--- src/rtl/fetch_unit.sv ---
// Instruction fetch stage: drives the instruction-memory request port, tracks the
// next-fetch PC, and feeds a one-entry skid buffer plus the decode-side fetch register.
module fetch_unit #(
  parameter logic [31:0] RESET_PC  = 32'h0000_0000,
  parameter logic [31:0] NOP_INSTR = 32'h0000_0000
) (
  input  logic        i_Clk,
  input  logic        i_Rst,
  input  logic [1:0]  i_PcSel,
  input  logic [31:0] i_PcBranch,
  input  logic [31:0] i_PcJmp,
  input  logic        i_Stall,
  output logic        o_IMemReq,
  output logic [31:0] o_IMemAddr,
  input  logic        i_IMemReady,
  input  logic [31:0] i_IMemData,
  output logic [31:0] o_Instruction,
  output logic [31:0] o_ProgramCounter,
  output logic [31:0] o_PcPlus4,
  output logic        o_Valid
);

  typedef enum logic [1:0] {S_IDLE, S_FETCH, S_DISCARD} fetchState_e;

  fetchState_e state, nextState;
  logic [31:0] fetchPc, fetchPcNext;
  logic [31:0] pendingPc, pendingPcNext;
  logic        skidValid;
  logic [31:0] skidInstr, skidPc;
  logic        redirect;
  logic [31:0] redirectTarget;
  logic        transfer;

  always_comb begin
    redirect       = (i_PcSel == 2'b01) || (i_PcSel == 2'b10);
    redirectTarget = (i_PcSel == 2'b10) ? i_PcJmp : i_PcBranch;
  end

  assign transfer  = o_IMemReq && i_IMemReady;
  assign o_PcPlus4 = o_ProgramCounter + 32'd4;

  always_ff @(posedge i_Clk) begin
    if (i_Rst) begin
      state     <= S_IDLE;
      fetchPc   <= RESET_PC;
      pendingPc <= RESET_PC;
    end else begin
      state     <= nextState;
      fetchPc   <= fetchPcNext;
      pendingPc <= pendingPcNext;
    end
  end

  // An outstanding request cannot be withdrawn, so a redirect that arrives before
  // ready parks the target in pendingPc and lets S_DISCARD swallow the stale word.
  always_comb begin
    nextState     = state;
    fetchPcNext   = fetchPc;
    pendingPcNext = pendingPc;
    case (state)
      S_IDLE: begin
        nextState = S_FETCH;
        if (redirect) fetchPcNext = redirectTarget;
      end
      S_FETCH: begin
        if (redirect) begin
          if (o_IMemReq && !i_IMemReady) begin
            nextState     = S_DISCARD;
            pendingPcNext = redirectTarget;
          end else begin
            fetchPcNext = redirectTarget;
          end
        end else if (transfer) begin
          fetchPcNext = fetchPc + 32'd4;
        end
      end
      S_DISCARD: begin
        if (transfer) begin
          nextState   = S_FETCH;
          fetchPcNext = redirect ? redirectTarget : pendingPc;
        end else if (redirect) begin
          pendingPcNext = redirectTarget;
        end
      end
      default: nextState = S_IDLE;
    endcase
  end

  always_comb begin
    o_IMemReq  = 1'b0;
    o_IMemAddr = fetchPc;
    case (state)
      S_FETCH:   o_IMemReq = !skidValid;
      S_DISCARD: o_IMemReq = 1'b1;
      default:   o_IMemReq = 1'b0;
    endcase
  end

  // Redirect beats stall; the skid buffer only ever holds a word fetched in S_FETCH.
  always_ff @(posedge i_Clk) begin
    if (i_Rst) begin
      skidValid        <= 1'b0;
      skidInstr        <= NOP_INSTR;
      skidPc           <= 32'h0;
      o_Valid          <= 1'b0;
      o_Instruction    <= NOP_INSTR;
      o_ProgramCounter <= 32'h0;
    end else if (redirect) begin
      skidValid     <= 1'b0;
      o_Valid       <= 1'b0;
      o_Instruction <= NOP_INSTR;
    end else if (i_Stall) begin
      if (transfer && state == S_FETCH) begin
        skidValid <= 1'b1;
        skidInstr <= i_IMemData;
        skidPc    <= fetchPc;
      end
    end else if (skidValid) begin
      skidValid        <= 1'b0;
      o_Valid          <= 1'b1;
      o_Instruction    <= skidInstr;
      o_ProgramCounter <= skidPc;
    end else if (transfer && state == S_FETCH) begin
      o_Valid          <= 1'b1;
      o_Instruction    <= i_IMemData;
      o_ProgramCounter <= fetchPc;
    end else begin
      o_Valid       <= 1'b0;
      o_Instruction <= NOP_INSTR;
    end
  end

endmodule

--- config.mk ---
export PLATFORM = sky130hd
export DESIGN_NAME = fetch_unit
export DESIGN_NICKNAME = d
export VERILOG_FILES = /design/src/rtl/fetch_unit.sv
export SDC_FILE = /design/constraint.sdc
export NUM_CORES = 1
export LEC_CHECK = 0
export BUFFER_PORTS_ARGS = -buffer_cell sky130_fd_sc_hd__buf_2
export CORE_MARGIN = 3
export CORE_UTILIZATION = 50
export DETAILED_ROUTE_END_ITERATION = 7
export PLACE_DENSITY_LB_ADDON = 0.12
export SLEW_MARGIN = 10
export SYNTH_ARGS = -nofsm -noshare
export SYNTH_HDL_FRONTEND = slang
export SYNTH_SLANG_ARGS = --single-unit
--- constraint.sdc ---
create_clock -name i_Clk -period 4.15 [get_ports i_Clk]
set_clock_uncertainty 0.2 [all_clocks]
set_input_delay 0.415 -clock i_Clk [delete_from_list [all_inputs] [get_ports i_Clk]]
set_output_delay 0.415 -clock i_Clk [all_outputs]
set_load 0.005 [all_outputs]
==> flow_summary.json, run 1 <==
{
  "via_per_inst": 5.70,
  "die_width_um": 147,
  "crit_start": "state[1]",
  "grt_start_max_net_pins": 89,
  "dpl-instance-area_um2": 11100,
  "cts-resized-gates": 0,
  "timing.max_cap.violations": 0,
  "routabilityCongestion": 0.865,
  "critical_path.startpoint_type": "register",
  "dp.cells": 1607,
  "max_slew_margin_vs_limit": 0.363,
  "netlist_instances": 1211,
  "yosys_warnings": 0,
  "cts_root_buffer": "sky130_fd_sc_hd__clkbuf_16",
  "post_cts_clock_slew_at_the_launch_and_capture_registers_of_the_worst_setup_and_hold_paths_ns": 0.08,
  "grt_antenna_before_repair": 0,
  "cts.path.max_buffers": 2,
  "antenna-diode-count": 0,
  "post_cts_hold_buffer_count": 0,
  "power_consumption_mw": 4.88,
  "reg2reg_from": "state[1]",
  "top_level_ports": 232,
  "tritoncts.num_buffers": 17,
  "area.sequential_um2": 3930,
  "clkSinkCount": 196,
  "postLayoutCellArea_um2": 11700,
  "cts_setup_buffers": 0,
  "cp.required_ns": 4.31,
  "layout.filler_cells": 1724,
  "drt_first_pass_iters": 6,
  "endpoint_kind": "register",
  "most_instantiated_flip_flop_cell_in_the_synthesis_netlist": "sky130_fd_sc_hd__dfxtp_1",
  "total_routing_usage_reported_by_global_routing": 0.248,
  "path_cells": "inv_1 > ha_1 > inv_1 > nor4b_1 > or3_1 > buf_4 > a21oi_1 > nor3_1",
  "synthesis.area_um2": 9890,
  "initial_core_util": 0.518,
  "hold-worst-slack_ns": 0.0235,
  "synth_cell_types": 70,
  "wirelength_um": 27300,
  "cts-htree-levels": 4,
  "maxSlewViolCount": 0,
  "timing.critical_path.depth": 8,
  "layout-drive-gt1-share": 0.224,
  "worst-r2r-cell-count": 8,
  "wl_per_cell_um": 16.7,
  "irDropWorstVdd_mv": 0.251,
  "power_density_nw_per_um2": 418,
  "core_area_um2": 19100,
  "static-leakage-power_nw": 4.40,
  "setup_viol": 0,
  "synth_enable_flop_cells": 0,
  "rows": 50,
  "final.min_clock_period_ns": 3.24,
  "worst_setup_path_endpoint": "o_IMemAddr[10]",
  "timing.final.hold_violations": 0,
  "synth_fp_nets": 1321,
  "critical_path.slowest_cell": "sky130_fd_sc_hd__or3_1",
  "setup_total_negative_slack_ns": 0,
  "detailedPlacementHpwl_um": 18600,
  "worst-slew-pin-transition_ns": 0.956,
  "worst_path_largest_cell_delay_ns": 0.76,
  "outcome": "complete, no violations",
  "critical_path.reg2reg.endpoint": "o_IMemAddr[10]",
  "fin_crit_sh": 0.780,
  "synthesis.area_per_instance_um2": 8.17,
  "ys_seq_elements": 196,
  "tritoncts": "yes",
  "postSynth.asyncResetShare": 0,
  "clk-insertion-delay-late_ns": 0.43,
  "design.final.nets": 1476,
  "routed_via_count": 9340,
  "route.antenna.remaining_nets": 0,
  "drt_iter0_markers": 819,
  "setup_repair_after_global_routing_missed_its_margin": "no",
  "critPathKind": "register to register",
  "grt_pass1_vias": 8330,
  "reg2reg_setup_slack_ns": 0.91,
  "cpMostUsedCell": "sky130_fd_sc_hd__inv_1",
  "placement.io_buffers": 231,
  "multi_input_comb_area_um2": 5450,
  "final_cell_count_no_fill": 1639,
  "worst_hold_path_type": "input pin to register",
  "achievable-frequency_ghz": 0.309,
  "timing.critical_path.arrival_ns": 3.40,
  "ys_seq_area_frac": 0.397,
  "fp.dieArea_um2": 21500,
  "cp_top_family": "simple AND/OR/NAND/NOR gates",
  "area_growth_pct": 18.1,
  "wire_length_of_the_first_global_routing_pass_um": 44300,
  "grt-ovfl-total": 0,
  "drcViolationCount": 0,
  "critPathBufInv": 3,
  "die_height_um": 147,
  "crit_fanout": 22
}
placed cells by master, fill, tap and decap left out, types with 4 or more instances in the layout:
master and instances:
sky130_fd_sc_hd__clkbuf_16 17, sky130_fd_sc_hd__nor2b_1 33, sky130_fd_sc_hd__dfxtp_1 195, sky130_fd_sc_hd__nor2_1 102, sky130_fd_sc_hd__a32oi_1 12, sky130_fd_sc_hd__o21ai_1 9, sky130_fd_sc_hd__nand2_1 175, sky130_fd_sc_hd__o31ai_1 4
sky130_fd_sc_hd__and2_1 6, sky130_fd_sc_hd__o21ai_0 27, sky130_fd_sc_hd__buf_4 23, sky130_fd_sc_hd__nand4_1 17, sky130_fd_sc_hd__buf_2 230, sky130_fd_sc_hd__nand2b_1 10, sky130_fd_sc_hd__o32ai_1 4, sky130_fd_sc_hd__inv_6 4
sky130_fd_sc_hd__nand3_1 27, sky130_fd_sc_hd__ha_1 7, sky130_fd_sc_hd__nor4_1 4, sky130_fd_sc_hd__and4_1 4, sky130_fd_sc_hd__a211oi_1 68, sky130_fd_sc_hd__a21oi_1 110, sky130_fd_sc_hd__a221oi_1 38, sky130_fd_sc_hd__nor3_1 47
sky130_fd_sc_hd__a311oi_1 4, sky130_fd_sc_hd__xor2_1 9, sky130_fd_sc_hd__mux2i_1 67, sky130_fd_sc_hd__inv_1 11, sky130_fd_sc_hd__o211ai_1 5, sky130_fd_sc_hd__xnor2_1 25, sky130_fd_sc_hd__and3_1 6
cell usage after synthesis, drive strengths merged (3+ instances only):
cell    count  area [µm²]
nand4      19         131
a311oi      4        35.0
mux2i      67         671
nor4b       4        50.1
or4         3        22.5
a22o        3        26.3
nand2     175         657
o221a       3        33.8
a21oi     110         551
o21ai      36         180
a221oi     38         333
nor2      102         383
nor4        6        50.0
nor2b      33         206
a211oi     68         510
nor3       50         260
mux2        3        33.8
ha          8         100
and2        6        37.5
and3        7        43.8
xnor2      25         219
buf        37         201
dfxtp     196        3920
or3         3        23.8
o32ai       4        35.0
nand2b     10        62.6
o211ai      5        37.5
o31ai       4        30.0
inv        13        48.8
nand3      30         168
xor2        9        78.8
and4        4        35.0
a211o       3        26.3
clkbuf     80         300
a32oi      12         105
worst min-delay path: stages:
cell                      delay [ns]
sky130_fd_sc_hd__buf_2          0.11
sky130_fd_sc_hd__nand2_1        0.05
sky130_fd_sc_hd__a21oi_1        0.05
routing by layer:
metal / global-route usage / vias up / routed length [µm]
li1: - / 4686 / -
met1: 0.372 / 4212 / 13100
met2: 0.366 / 401 / 11600
met3: 0.0422 / 41 / 1990
met4: 0.0710 / 0 / 577
met5: 0 / - / 0
metrics by stage:
| stage | util | worst slack (ns) |
|---|---|---|
| final | 0.612 | 0.913 |
| after global placement | 0.581 | 1.05 |
| after global routing | 0.612 | 0.613 |
| after CTS | 0.612 | 0.957 |
| after detailed placement | 0.581 | 0.978 |
| after floorplan | - | 1.80 |
how the worst min path moves through the flow:
stage          slack [ns]           end          start  cells past startpoint
2_1_floorplan        0.24     skidPc[0]      skidPc[0]                      2
3_3_place_gp         0.24    skidPc[26]     skidPc[26]                      2
3_5_place_dp         0.25    skidPc[19]     skidPc[19]                      2
4_1_cts             0.003  skidInstr[6]  i_IMemData[6]                      3
5_1_grt              0.01  skidInstr[6]  i_IMemData[6]                      3
6_report             0.02  skidInstr[6]  i_IMemData[6]                      3
power by group:
| group | internal, mW | total (mW) | leakage [nW] | switching (mW) |
|---|---|---|---|---|
| clock network | 0.877 | 1.67 | 0.293 | 0.795 |
| logic | 0.409 | 0.986 | 2.52 | 0.577 |
| registers | 2.00 | 2.22 | 1.59 | 0.216 |
registers in the layout (all words and copies together) (netlist names):
| signal | flops |
|---|---|
| state | 2 |
| o_IMemAddr | 32 |
| pendingPc | 32 |
| o_Valid | 1 |
| skidInstr | 32 |
| skidValid | 1 |
| o_Instruction | 32 |
| o_ProgramCounter | 32 |
| skidPc | 32 |
cells by family (layout without fill, tap and decap cells):
| family | after synthesis | after routing | synth area share |
|---|---|---|---|
| xor gates and xnor gates | 34 | 34 | 0.0301 |
| adders and majority gates | 8 | 8 | 0.0101 |
| DFF | 196 | 196 | 0.397 |
| and+or+nand+nor | 456 | 456 | 0.219 |
| buffers and inverters | 130 | 298 | 0.0556 |
| AOI/OAI and AO/OA | 317 | 317 | 0.217 |
| muxes | 70 | 70 | 0.0712 |
layout make-up:
| cell class | instances | area share |
|---|---|---|
| clock buffers | 18 | 0.0376 |
| clock inverters | 14 | 0.0141 |
| inverters | 13 | 0.00418 |
| multi-input cells | 885 | 0.467 |
| flip-flops and latches | 196 | 0.336 |
| well taps | 260 | 0.0278 |
| repair buffers | 253 | 0.113 |
No activity file was read; power rests on OpenSTA's default activity.
==> run 2, diff against run 1 <==
Settings changed: ABC_AREA from default to 1.
Clock period 4.15 ns to 2.85 ns, I/O delays scaled along.
==> run 2 against run 1 <==
First-iteration DRC count increased by 12%; global-route usage increased by 1.6 points; largest power group is now combinational cells; setup slack got worse by 0.76 ns; critical path type is now register to output pin; count of clock-buffer cells in the layout decreased by 1; non-clock buffer count increased by 37; combinational power increased to 4.0 times the previous value; final area increased by 13%.
==> flow_summary.json, run 2 <==
{
  "outcome": "complete, no violations",
  "timing.critical_path.arrival_ns": 2.22,
  "cts.path.max_buffers": 2,
  "fin_crit_sh": 0.948,
  "cts-htree-levels": 4,
  "cp.required_ns": 2.37,
  "grt_antenna_before_repair": 0,
  "initial_core_util": 0.515,
  "wl_per_cell_um": 14.9,
  "critical_path.startpoint_type": "register",
  "leading_area_contributor_after_synthesis": "sky130_fd_sc_hd__dfxtp_1",
  "netlist.area_leader.share": 0.358,
  "placement.io_buffers": 231,
  "area_growth_pct": 20.8,
  "max_slew_margin_vs_limit": 0.409,
  "drt_first_pass_iters": 5,
  "synth_top_cells_by_count": "sky130_fd_sc_hd__nand2_1, sky130_fd_sc_hd__nor2_1, sky130_fd_sc_hd__o21ai_0",
  "ys_seq_area_frac": 0.358,
  "synthTopCellsByArea": "sky130_fd_sc_hd__dfxtp_1, sky130_fd_sc_hd__nand2_1, sky130_fd_sc_hd__o21ai_0",
  "rows": 53,
  "wirelength_um": 32700,
  "netlist_instances": 1710,
  "setup_total_negative_slack_ns": 0,
  "postSynth.asyncResetShare": 0,
  "layout.cells.most_common_list": "sky130_fd_sc_hd__nand2_1, sky130_fd_sc_hd__buf_2, sky130_fd_sc_hd__nor2_1, sky130_fd_sc_hd__o21ai_0, sky130_fd_sc_hd__dfxtp_1",
  "irDropWorstVdd_mv": 0.787,
  "ys_seq_elements": 196,
  "final.min_clock_period_ns": 2.70,
  "grt_start_max_net_pins": 95,
  "worst_hold_path_type": "input pin to register",
  "maxSlewViolCount": 0,
  "tritoncts.num_buffers": 17,
  "synthesis.area_per_instance_um2": 6.41,
  "static-leakage-power_nw": 6.07,
  "post_cts_clock_slew_at_the_launch_and_capture_registers_of_the_worst_setup_and_hold_paths_ns": 0.09,
  "fp.dieArea_um2": 23700,
  "yosys_warnings": 0,
  "hold-worst-slack_ns": 0.0845,
  "clk-insertion-delay-late_ns": 0.44,
  "power_density_nw_per_um2": 783,
  "crit_fanout": 6,
  "routabilityCongestion": 0.912,
  "detailedPlacementHpwl_um": 22400,
  "timing.final.hold_violations": 0,
  "antenna-diode-count": 0,
  "tritoncts": "yes",
  "route.antenna.remaining_nets": 0,
  "worst-slew-pin-transition_ns": 0.887,
  "hp-start": "i_PcBranch[12]",
  "most_instantiated_flip_flop_cell_in_the_synthesis_netlist": "sky130_fd_sc_hd__dfxtp_1",
  "core_area_um2": 21300,
  "detailedPlace.worstSlack_ns": 0.342,
  "synthesis.area_um2": 11000,
  "final_common_cell": "sky130_fd_sc_hd__nand2_1",
  "reg2reg_from": "state[0]",
  "yosys.cell_count.top_type": "sky130_fd_sc_hd__nand2_1",
  "dp.cells": 2132,
  "timing.max_cap.violations": 0,
  "achievable-frequency_ghz": 0.370,
  "die_height_um": 154,
  "layout.filler_cells": 2043,
  "endpoint_kind": "output pin",
  "top_level_ports": 232,
  "power_consumption_mw": 10.4,
  "routed_via_count": 11800,
  "post-route-worst-setup-slack_ns": 0.148,
  "total_routing_usage_reported_by_global_routing": 0.264,
  "drcViolationCount": 0,
  "drt_iter0_markers": 919,
  "critPathKind": "register to output pin",
  "cts_root_buffer": "sky130_fd_sc_hd__clkbuf_16",
  "design.final.nets": 2020,
  "clkSinkCount": 196,
  "grt_pass1_vias": 10500,
  "grt-ovfl-total": 0,
  "crit_start": "o_ProgramCounter[4]",
  "layout-drive-gt1-share": 0.184,
  "synth_cell_types": 40,
  "synth_fp_nets": 1820,
  "wire_length_of_the_first_global_routing_pass_um": 52500,
  "via_per_inst": 5.38,
  "die_width_um": 154,
  "setup_viol": 0,
  "final_cell_count_no_fill": 2198,
  "synth_enable_flop_cells": 0
}
[run 2: critical path, cell delays in order, from the launching register on]
cell and delay [ns]:
sky130_fd_sc_hd__dfxtp_2 0.40, sky130_fd_sc_hd__nand3_1 0.14, sky130_fd_sc_hd__nor2_2 0.19, sky130_fd_sc_hd__nand3_1 0.18, sky130_fd_sc_hd__nor2_4 0.20, sky130_fd_sc_hd__nand3_1 0.15
sky130_fd_sc_hd__inv_1 0.12, sky130_fd_sc_hd__nand4_1 0.10, sky130_fd_sc_hd__xor2_1 0.15, sky130_fd_sc_hd__buf_2 0.13
[run 2: repair_timing]
item                                    4_1_cts  5_1_grt
endpoints found under the setup margin        1        8
endpoints found under the hold margin        65        0
resized for setup                             1        9
hold buffers                                 33        0
setup buffers                                 0        1
pin swaps                                     0        3
[run 2: logic make-up after synthesis]
kind of cell             synth area share
AND/OR/NAND/NOR                     0.290
AO/OA/AOI/OAI                       0.218
buffers and inverters              0.0974
flip-flops                          0.358
XOR/XNOR                           0.0240
adder cells (fa/ha/maj)           0.00914
multiplexers                      0.00365
[run 2: stage by stage]
step / util / area [µm²]
6_report: 0.622 / 13200
3_5_place_dp: 0.574 / 12200
2_1_floorplan: - / 11000
5_1_grt: 0.622 / 13200
3_3_place_gp: 0.574 / 12200
4_1_cts: 0.620 / 13200
[run 2: path summary, 6_finish.rpt]
path	slack (ns)	end	cells past startpoint
min reg2reg	0.25	pendingPc[4]	2
max	0.15	o_PcPlus4[29]	9
max reg2reg	0.30	o_ProgramCounter[29]	11
min	0.08	pendingPc[12]	5
[run 2: metal layers]
metal | part of all wire | global-route usage | routed length [µm] | vias up
met3 | 0.073 | 0.0554 | 2390 | 40
met5 | 0 | 0 | 0 | -
met2 | 0.44 | 0.404 | 14500 | 441
met4 | 0.018 | 0.0786 | 595 | 0
met1 | 0.46 | 0.375 | 15200 | 5364
li1 | - | - | - | 5983
[run 2: cell type report]
class / instances / area, µm² / share of cell area
Tap cell: 275 / 344 / 0.0260
Clock buffer: 17 / 425 / 0.0321
Clock inverter: 15 / 218 / 0.0164
Sequential cell: 196 / 3930 / 0.297
Timing Repair Buffer: 290 / 1740 / 0.132
Multi-Input combinational cell: 1252 / 6000 / 0.453
Inverter: 153 / 574 / 0.0434
[run 2: where the power goes]
group,internal (mW),total (mW),switching (mW)
sequential,3.24,3.80,0.565
combinational,1.46,3.99,2.53
clock,1.31,2.57,1.27
total,6.01,10.4,4.36
